[config.mk]
export PLATFORM = sky130hd
export DESIGN_NAME = disp_value_gen
export DESIGN_NICKNAME = d
export VERILOG_FILES = /design/src/rtl/disp_value_gen.sv
export SDC_FILE = /design/constraint.sdc
export NUM_CORES = 1
export LEC_CHECK = 0
export ABC_AREA = 1
export CAP_MARGIN = 20
export CORE_ASPECT_RATIO = 1.5
export CORE_MARGIN = 8
export CORE_UTILIZATION = 30
export CTS_BUF_LIST = sky130_fd_sc_hd__clkbuf_8
export CTS_CLUSTER_DIAMETER = 200
export DETAILED_ROUTE_END_ITERATION = 6
export PLACE_DENSITY = 0.59
export SETUP_SLACK_MARGIN = 0.1
export SLEW_MARGIN = 20
export SYNTH_ARGS = -nofsm -noshare
export SYNTH_HDL_FRONTEND = slang
export SYNTH_SLANG_ARGS = --single-unit
[constraint.sdc]
create_clock -name clock -period 4.25 [get_ports clock]
set_clock_uncertainty 0.2 [all_clocks]
set_input_delay 0.85 -clock clock [delete_from_list [all_inputs] [get_ports clock]]
set_output_delay 0.85 -clock clock [all_outputs]
set_load 0.05 [all_outputs]
[src/rtl/disp_value_gen.sv]
// -----------------------------------------------------------------------------
// disp_value_gen
//
// Value source for the 8-digit seven-segment display. It owns the 32-bit value
// shown on the hex digits and a per-digit leading-zero blank mask. A bouncy
// push-button is synchronised and debounced into single step pulses. The value
// counts up or down with wrap-around, and can be parallel-loaded.
//
// Optional feature (macro AUTO_INC_EN):
//   When defined, a free-running divider adds a periodic auto-step every
//   AUTO_DIV clocks. The auto-step is ORed with the button step.
//   When undefined, no divider exists and AUTO_DIV is ignored.
//
// Parameters
//   DEBOUNCE_CYCLES  stable cycles needed to accept a press or release (>= 2)
//   AUTO_DIV         auto-step period in clocks, AUTO_INC_EN builds only (>= 2)
//
// Ports
//   clock     in   system clock, rising edge
//   reset     in   asynchronous active-low reset
//   step_btn  in   raw push-button (asynchronous, bouncy), 1 = pressed
//   up_dn     in   raw direction switch (asynchronous), 1 = up, 0 = down
//   load      in   synchronous load strobe, has priority over stepping
//   load_val  in   value written on load
//   Value     out  displayed value, nibble i -> digit i (digit 0 rightmost)
//   Blank     out  1 = digit blanked as a leading zero, Blank[0] always 0
//   Update    out  one-cycle pulse aligned with every new Value
// -----------------------------------------------------------------------------
module disp_value_gen #(
    parameter int DEBOUNCE_CYCLES = 500000,
    parameter int AUTO_DIV        = 100000000
) (
    input  logic        clock,
    input  logic        reset,
    input  logic        step_btn,
    input  logic        up_dn,
    input  logic        load,
    input  logic [31:0] load_val,
    output logic [31:0] Value,
    output logic [7:0]  Blank,
    output logic        Update
);

    localparam int CNT_W = (DEBOUNCE_CYCLES > 2) ? $clog2(DEBOUNCE_CYCLES) : 1;
    localparam logic [CNT_W-1:0] CNT_LAST = CNT_W'(DEBOUNCE_CYCLES - 1);

    typedef enum logic [1:0] {
        IDLE,
        QUAL_PRESS,
        HELD,
        QUAL_REL
    } deb_state_t;

    // ---------------------------------------------------------------
    // Two-flop synchronisers for the asynchronous button and switch
    // ---------------------------------------------------------------
    logic [1:0] btn_sync_reg;
    logic [1:0] up_sync_reg;
    logic       btn_s;
    logic       up_s;

    always_ff @(posedge clock or negedge reset) begin
        if (!reset) begin
            btn_sync_reg <= '0;
            up_sync_reg  <= '0;
        end else begin
            btn_sync_reg <= {btn_sync_reg[0], step_btn};
            up_sync_reg  <= {up_sync_reg[0], up_dn};
        end
    end

    assign btn_s = btn_sync_reg[1];
    assign up_s  = up_sync_reg[1];

    // ---------------------------------------------------------------
    // Debounce FSM. A press is accepted only after the synchronised
    // button has stayed high through a full qualification window. A
    // release must likewise qualify before a new press is looked for.
    // Holding the button therefore never repeats.
    // ---------------------------------------------------------------
    deb_state_t       state_reg;
    logic [CNT_W-1:0] count_reg;
    logic             step_p;

    always_ff @(posedge clock or negedge reset) begin
        if (!reset) begin
            state_reg <= IDLE;
            count_reg <= '0;
        end else begin
            case (state_reg)
                IDLE: begin
                    if (btn_s) begin
                        state_reg <= QUAL_PRESS;
                        count_reg <= '0;
                    end
                end
                QUAL_PRESS: begin
                    if (!btn_s) begin
                        state_reg <= IDLE;
                    end else if (count_reg == CNT_LAST) begin
                        state_reg <= HELD;
                    end else begin
                        count_reg <= count_reg + CNT_W'(1);
                    end
                end
                HELD: begin
                    if (!btn_s) begin
                        state_reg <= QUAL_REL;
                        count_reg <= '0;
                    end
                end
                QUAL_REL: begin
                    if (btn_s) begin
                        state_reg <= HELD;
                    end else if (count_reg == CNT_LAST) begin
                        state_reg <= IDLE;
                    end else begin
                        count_reg <= count_reg + CNT_W'(1);
                    end
                end
                default: begin
                    state_reg <= IDLE;
                end
            endcase
        end
    end

    // The step is decoded from the qualifying cycle itself. This lets the
    // value register capture it on the same edge that moves the FSM to HELD.
    assign step_p = (state_reg == QUAL_PRESS) && btn_s && (count_reg == CNT_LAST);

    // ---------------------------------------------------------------
    // Optional periodic auto-step
    // ---------------------------------------------------------------
    logic auto_p;

`ifdef AUTO_INC_EN
    localparam int DIV_W = $clog2(AUTO_DIV);
    localparam logic [DIV_W-1:0] DIV_LAST = DIV_W'(AUTO_DIV - 1);

    logic [DIV_W-1:0] div_reg;

    // Free-running divider. A load does not disturb its phase.
    always_ff @(posedge clock or negedge reset) begin
        if (!reset) begin
            div_reg <= '0;
        end else if (div_reg == DIV_LAST) begin
            div_reg <= '0;
        end else begin
            div_reg <= div_reg + DIV_W'(1);
        end
    end

    assign auto_p = (div_reg == DIV_LAST);
`else
    logic unused_auto_div;

    assign auto_p          = 1'b0;
    assign unused_auto_div = (AUTO_DIV > 1);
`endif

    // ---------------------------------------------------------------
    // Value counter and blank mask.
    // Load beats a step; a step that collides with a load is dropped.
    // ---------------------------------------------------------------
    logic [31:0] value_reg;
    logic [31:0] value_next;
    logic [7:0]  blank_reg;
    logic [7:0]  blank_next;
    logic        update_reg;
    logic        update_next;

    always_comb begin
        value_next  = value_reg;
        update_next = 1'b0;
        if (load) begin
            value_next  = load_val;
            update_next = 1'b1;
        end else if (step_p || auto_p) begin
            value_next  = up_s ? (value_reg + 32'd1) : (value_reg - 32'd1);
            update_next = 1'b1;
        end
    end

    // The mask is built from value_next so it lands in the same cycle as
    // the value it describes. Digit i blanks only when it and every more
    // significant digit are zero.
    assign blank_next[0] = 1'b0;

    generate
        for (genvar gi = 1; gi < 8; gi++) begin : g_blank
            assign blank_next[gi] = ~|value_next[31:4*gi];
        end
    endgenerate

    always_ff @(posedge clock or negedge reset) begin
        if (!reset) begin
            value_reg  <= 32'h0;
            blank_reg  <= 8'hFE;
            update_reg <= 1'b0;
        end else begin
            value_reg  <= value_next;
            blank_reg  <= blank_next;
            update_reg <= update_next;
        end
    end

    assign Value  = value_reg;
    assign Blank  = blank_reg;
    assign Update = update_reg;

endmodule

==> results.txt <==
----------------------------------------------------
[Power]
  Cell area power density ... 292.2 nW/um^2
  Largest voltage drop on the vdd net ... 0.0001574 V
  Leakage power ... 3.841 nW

[Global routing]
  Pin count of the biggest net entering global routing ... 32
  Total congestion overflow after global routing ... 0
  Number of antenna violations at the first check in global routing ... 0
  Via count of the first global-routing pass ... 5,953
  Overall routing resource usage ... 0.1649
  First-pass GRT wire length ... 30,450 microns

[Clocking]
  Clock Tree Buf Depth ... 2
  Number of buffers added to fix hold violations after cts ... 0
  Depth of the CTS H-tree ... 3
  Number of buffers inserted during clock tree synthesis ... 9
  # Post-CTS Setup Buffers ... 0
  Clk Latency, worst-skew pair ... 370 ps
  CTS sink cnt ... 65
  TritonCTS clock tree ... done
  CTS Root Cell ... sky130_fd_sc_hd__clkbuf_8
  Post-cts repair resize count ... 0
  Clock-pin slew on the worst setup and hold paths ... 80 ps

[Synth]
  Post-synth net total ... 1,023
  Top FF cell, synth ... sky130_fd_sc_hd__dfrtp_1
  Cells after Synth ... 954
  Number of synthesized flops with an enable pin ... 0
  Post-synth ARST share ... 1.000
  Total of flip-flops plus latches after synthesis ... 65
  Combined area of all synthesized cells ... 5784 sq um
  Number of synthesis warnings ... 0
  Register area share after synthesis ... 0.2827
  Mean instance size in the synthesized netlist ... 6.063 sq um
  Post-synthesis cell type count ... 47

[Min path]
  Hold/Removal Path Class ... reg2reg

[STA]
  Maximum operating frequency ... 293.9 MHz
  Measured slew at the worst slew-check pin ... 659.8 ps
  RSZ-0062 raised after global routing ... no
  Part of the cycle the worst path needs ... 0.8007
  Worst relative slew slack ... 0.5596
  Final setup fails ... 0
  Post-Route Setup TNS ... 0 ps
  Worst Slack Setup Final ... 847.1 ps
  Count of pins over their slew limit ... 0
  Hold violation total from the final report ... 0
  Final critical delay including setup and external delays ... 3403 ps

[Drt]
  Number of design rule violations left after detail routing ... 0
  1st-pass router iterations ... 7
  Vias per Instance ... 4.556
  Post-Route WL ... 19,080 microns
  Wire per inst ... 14.72 microns
  Via total after detailed routing ... 5,904
  DRC marker count from the first detailed-route iteration ... 317
  Remaining antenna violation count after routing ... 0

[Placed design]
  DP Wirelength ... 15,400 microns
  Final weighted congestion in routability-driven placement ... 0.8981
  Pre-CTS setup slack ... 847.3 ps
  Port Buffer Count ... 76

[Critical path]
  Startpoint types ... flip-flop
  Capturing instance or port of the critical path ... Blank[4]
  Required time at the endpoint of the critical path ... 4340 ps
  Critical Path Sink Type ... flip-flop
  Worst reg2reg path endpoint ... Blank[4]
  Largest driver fanout on the critical path ... 16
  Arrival time of the worst setup path ... 3500 ps
  Crit Path Class ... reg2reg
  Cell depth of the worst flop-to-flop path ... 17
  Start of the worst register-to-register path ... up_sync_reg[1]
  Crit path launch ... up_sync_reg[1]
  Reg2reg setup slack ... 850 ps

[Final layout]
  Most frequent standard cell in the layout excluding fill and tap cells ... sky130_fd_sc_hd__nand2_1
  Largest register FFs ... 32
  Antenna diodes ... 0
  Synthesis-to-layout area growth ... 21.63%
  Fillers ... 2,071
  Total Nets Final ... 1,104
  Fraction of final layout cells sized beyond drive strength 1 ... 0.06538
  Most frequent cells in the layout ... sky130_fd_sc_hd__nand2_1 (393), sky130_fd_sc_hd__inv_1 (170), sky130_fd_sc_hd__nor2_1 (90)

[Floorplanning]
  Die Y ... 186.1 microns
  Top-Level Pins ... 78
  Effective utilization at floorplan ... 0.3043
  Core area ... 19,010 sq um
  Number of placement rows ... 62
  Die width ... 129.4 microns
  Overall die area ... 24,070 sq um

[Run status]
  Result of the run ... completed

[Run]
  Number of maximum-capacitance constraint violations ... 0

----------------------------------------------------
cell families (layout without fill, tap and decap cells):
| group | count (synthesis) | count (layout) | synth area share |
|---|---|---|---|
| fa+ha+maj | 32 | 32 | 0.07052 |
| buf+inv | 183 | 269 | 0.1265 |
| other cells | 1 | 1 | 0.0006483 |
| compound gates | 66 | 66 | 0.06922 |
| simple gates | 598 | 598 | 0.4367 |
| xor+xnor | 9 | 9 | 0.01363 |
| flops | 65 | 65 | 0.2827 |
where the power goes:
| group | leakage (nW) | internal, mW | total [mW] | switching [mW] |
|---|---|---|---|---|
| Clock | 0.103 | 0.283 | 0.587 | 0.304 |
| Combinational | 2.93 | 0.261 | 0.769 | 0.507 |
| Sequential | 0.807 | 0.658 | 0.700 | 0.0424 |
synthesized netlist by cell type (2+ instances only):
| cell type | n | area share |
|---|---|---|
| sky130_fd_sc_hd__o22ai_1 | 2 | 0.0022 |
| sky130_fd_sc_hd__clkbuf_1 | 7 | 0.0045 |
| sky130_fd_sc_hd__nor2_1 | 90 | 0.058 |
| sky130_fd_sc_hd__o211a_1 | 2 | 0.0035 |
| sky130_fd_sc_hd__nor4_1 | 2 | 0.0022 |
| sky130_fd_sc_hd__nor2_4 | 3 | 0.0058 |
| sky130_fd_sc_hd__o21ai_2 | 2 | 0.0030 |
| sky130_fd_sc_hd__o211ai_1 | 3 | 0.0039 |
| sky130_fd_sc_hd__nand3_1 | 58 | 0.050 |
| sky130_fd_sc_hd__o21bai_1 | 2 | 0.0026 |
| sky130_fd_sc_hd__xor2_1 | 2 | 0.0030 |
| sky130_fd_sc_hd__o21a_1 | 2 | 0.0026 |
| sky130_fd_sc_hd__a31oi_1 | 4 | 0.0043 |
| sky130_fd_sc_hd__nor2_2 | 5 | 0.0054 |
| sky130_fd_sc_hd__dfrtp_1 | 58 | 0.25 |
| sky130_fd_sc_hd__nand4_1 | 13 | 0.014 |
| sky130_fd_sc_hd__o21ai_0 | 11 | 0.0095 |
| sky130_fd_sc_hd__nand2_2 | 10 | 0.011 |
| sky130_fd_sc_hd__nand3_2 | 7 | 0.012 |
| sky130_fd_sc_hd__inv_1 | 170 | 0.11 |
| sky130_fd_sc_hd__a21oi_1 | 31 | 0.027 |
| sky130_fd_sc_hd__nor3_1 | 8 | 0.0069 |
| sky130_fd_sc_hd__or2_2 | 2 | 0.0022 |
| sky130_fd_sc_hd__dfstp_2 | 7 | 0.032 |
| sky130_fd_sc_hd__nand2_1 | 393 | 0.26 |
| sky130_fd_sc_hd__buf_6 | 2 | 0.0039 |
| sky130_fd_sc_hd__xnor2_1 | 7 | 0.011 |
| sky130_fd_sc_hd__nor3_2 | 2 | 0.0035 |
| sky130_fd_sc_hd__ha_1 | 31 | 0.067 |
worst max-delay path, stage by stage, from the launching register on:
cell and delay, ps:
sky130_fd_sc_hd__dfrtp_1 400, sky130_fd_sc_hd__inv_1 500, sky130_fd_sc_hd__ha_1 440, sky130_fd_sc_hd__nand3_1 110, sky130_fd_sc_hd__nand3_1 170, sky130_fd_sc_hd__nand2_1 100
sky130_fd_sc_hd__nand2_1 170, sky130_fd_sc_hd__nand2_1 160, sky130_fd_sc_hd__nand2_1 100, sky130_fd_sc_hd__nand2_1 120, sky130_fd_sc_hd__nand2_1 70, sky130_fd_sc_hd__nand2_1 60
sky130_fd_sc_hd__nand3_1 100, sky130_fd_sc_hd__a21boi_2 200, sky130_fd_sc_hd__nand2_2 90, sky130_fd_sc_hd__nor2_4 120, sky130_fd_sc_hd__nand2_2 110, sky130_fd_sc_hd__nor2_1 120
worst min path at each step:
stage	start	end	slack, ps	cells past startpoint
floorplan	btn_sync_reg[0]	btn_sync_reg[1]	130	0
global placement	btn_sync_reg[0]	btn_sync_reg[1]	130	0
detailed placement	btn_sync_reg[0]	btn_sync_reg[1]	140	0
CTS	btn_sync_reg[0]	btn_sync_reg[1]	160	0
global route	btn_sync_reg[0]	btn_sync_reg[1]	180	0
finish	btn_sync_reg[0]	btn_sync_reg[1]	160	0
per-stage QoR:
step / cell area, sq um / power (mW) / instances / utilization / hold WS (ps)
finish: 7036 / 2.056 / 1296 / 0.3702 / 155.5
global route: 7036 / 2.194 / 1296 / 0.3702 / 177.0
CTS: 7036 / 2.081 / 1296 / 0.3702 / 160.2
detailed placement: 6828 / 1.483 / 1280 / 0.3593 / 139.5
global placement: 6828 / 1.480 / 1280 / 0.3593 / 134.6
floorplan: 5784 / 1.231 / 954 / - / 131.2
final cells by class:
cell class / instances / area, sq um / area share
multi-input combinational: 706 / 3417 / 0.4857
timing repair buffer: 82 / 813.3 / 0.1156
clock inverter: 7 / 83.83 / 0.01192
sequential: 65 / 1635 / 0.2324
clock buffer: 9 / 123.9 / 0.01761
tap: 256 / 320.3 / 0.04553
inverter: 171 / 641.9 / 0.09123
layer usage:
metal  track usage  share of wire
met3       0.02667          0.036
met1        0.1766           0.40
met2        0.3100           0.53
met5             0              0
met4       0.06890          0.032
(Power assumes the default switching activity.)
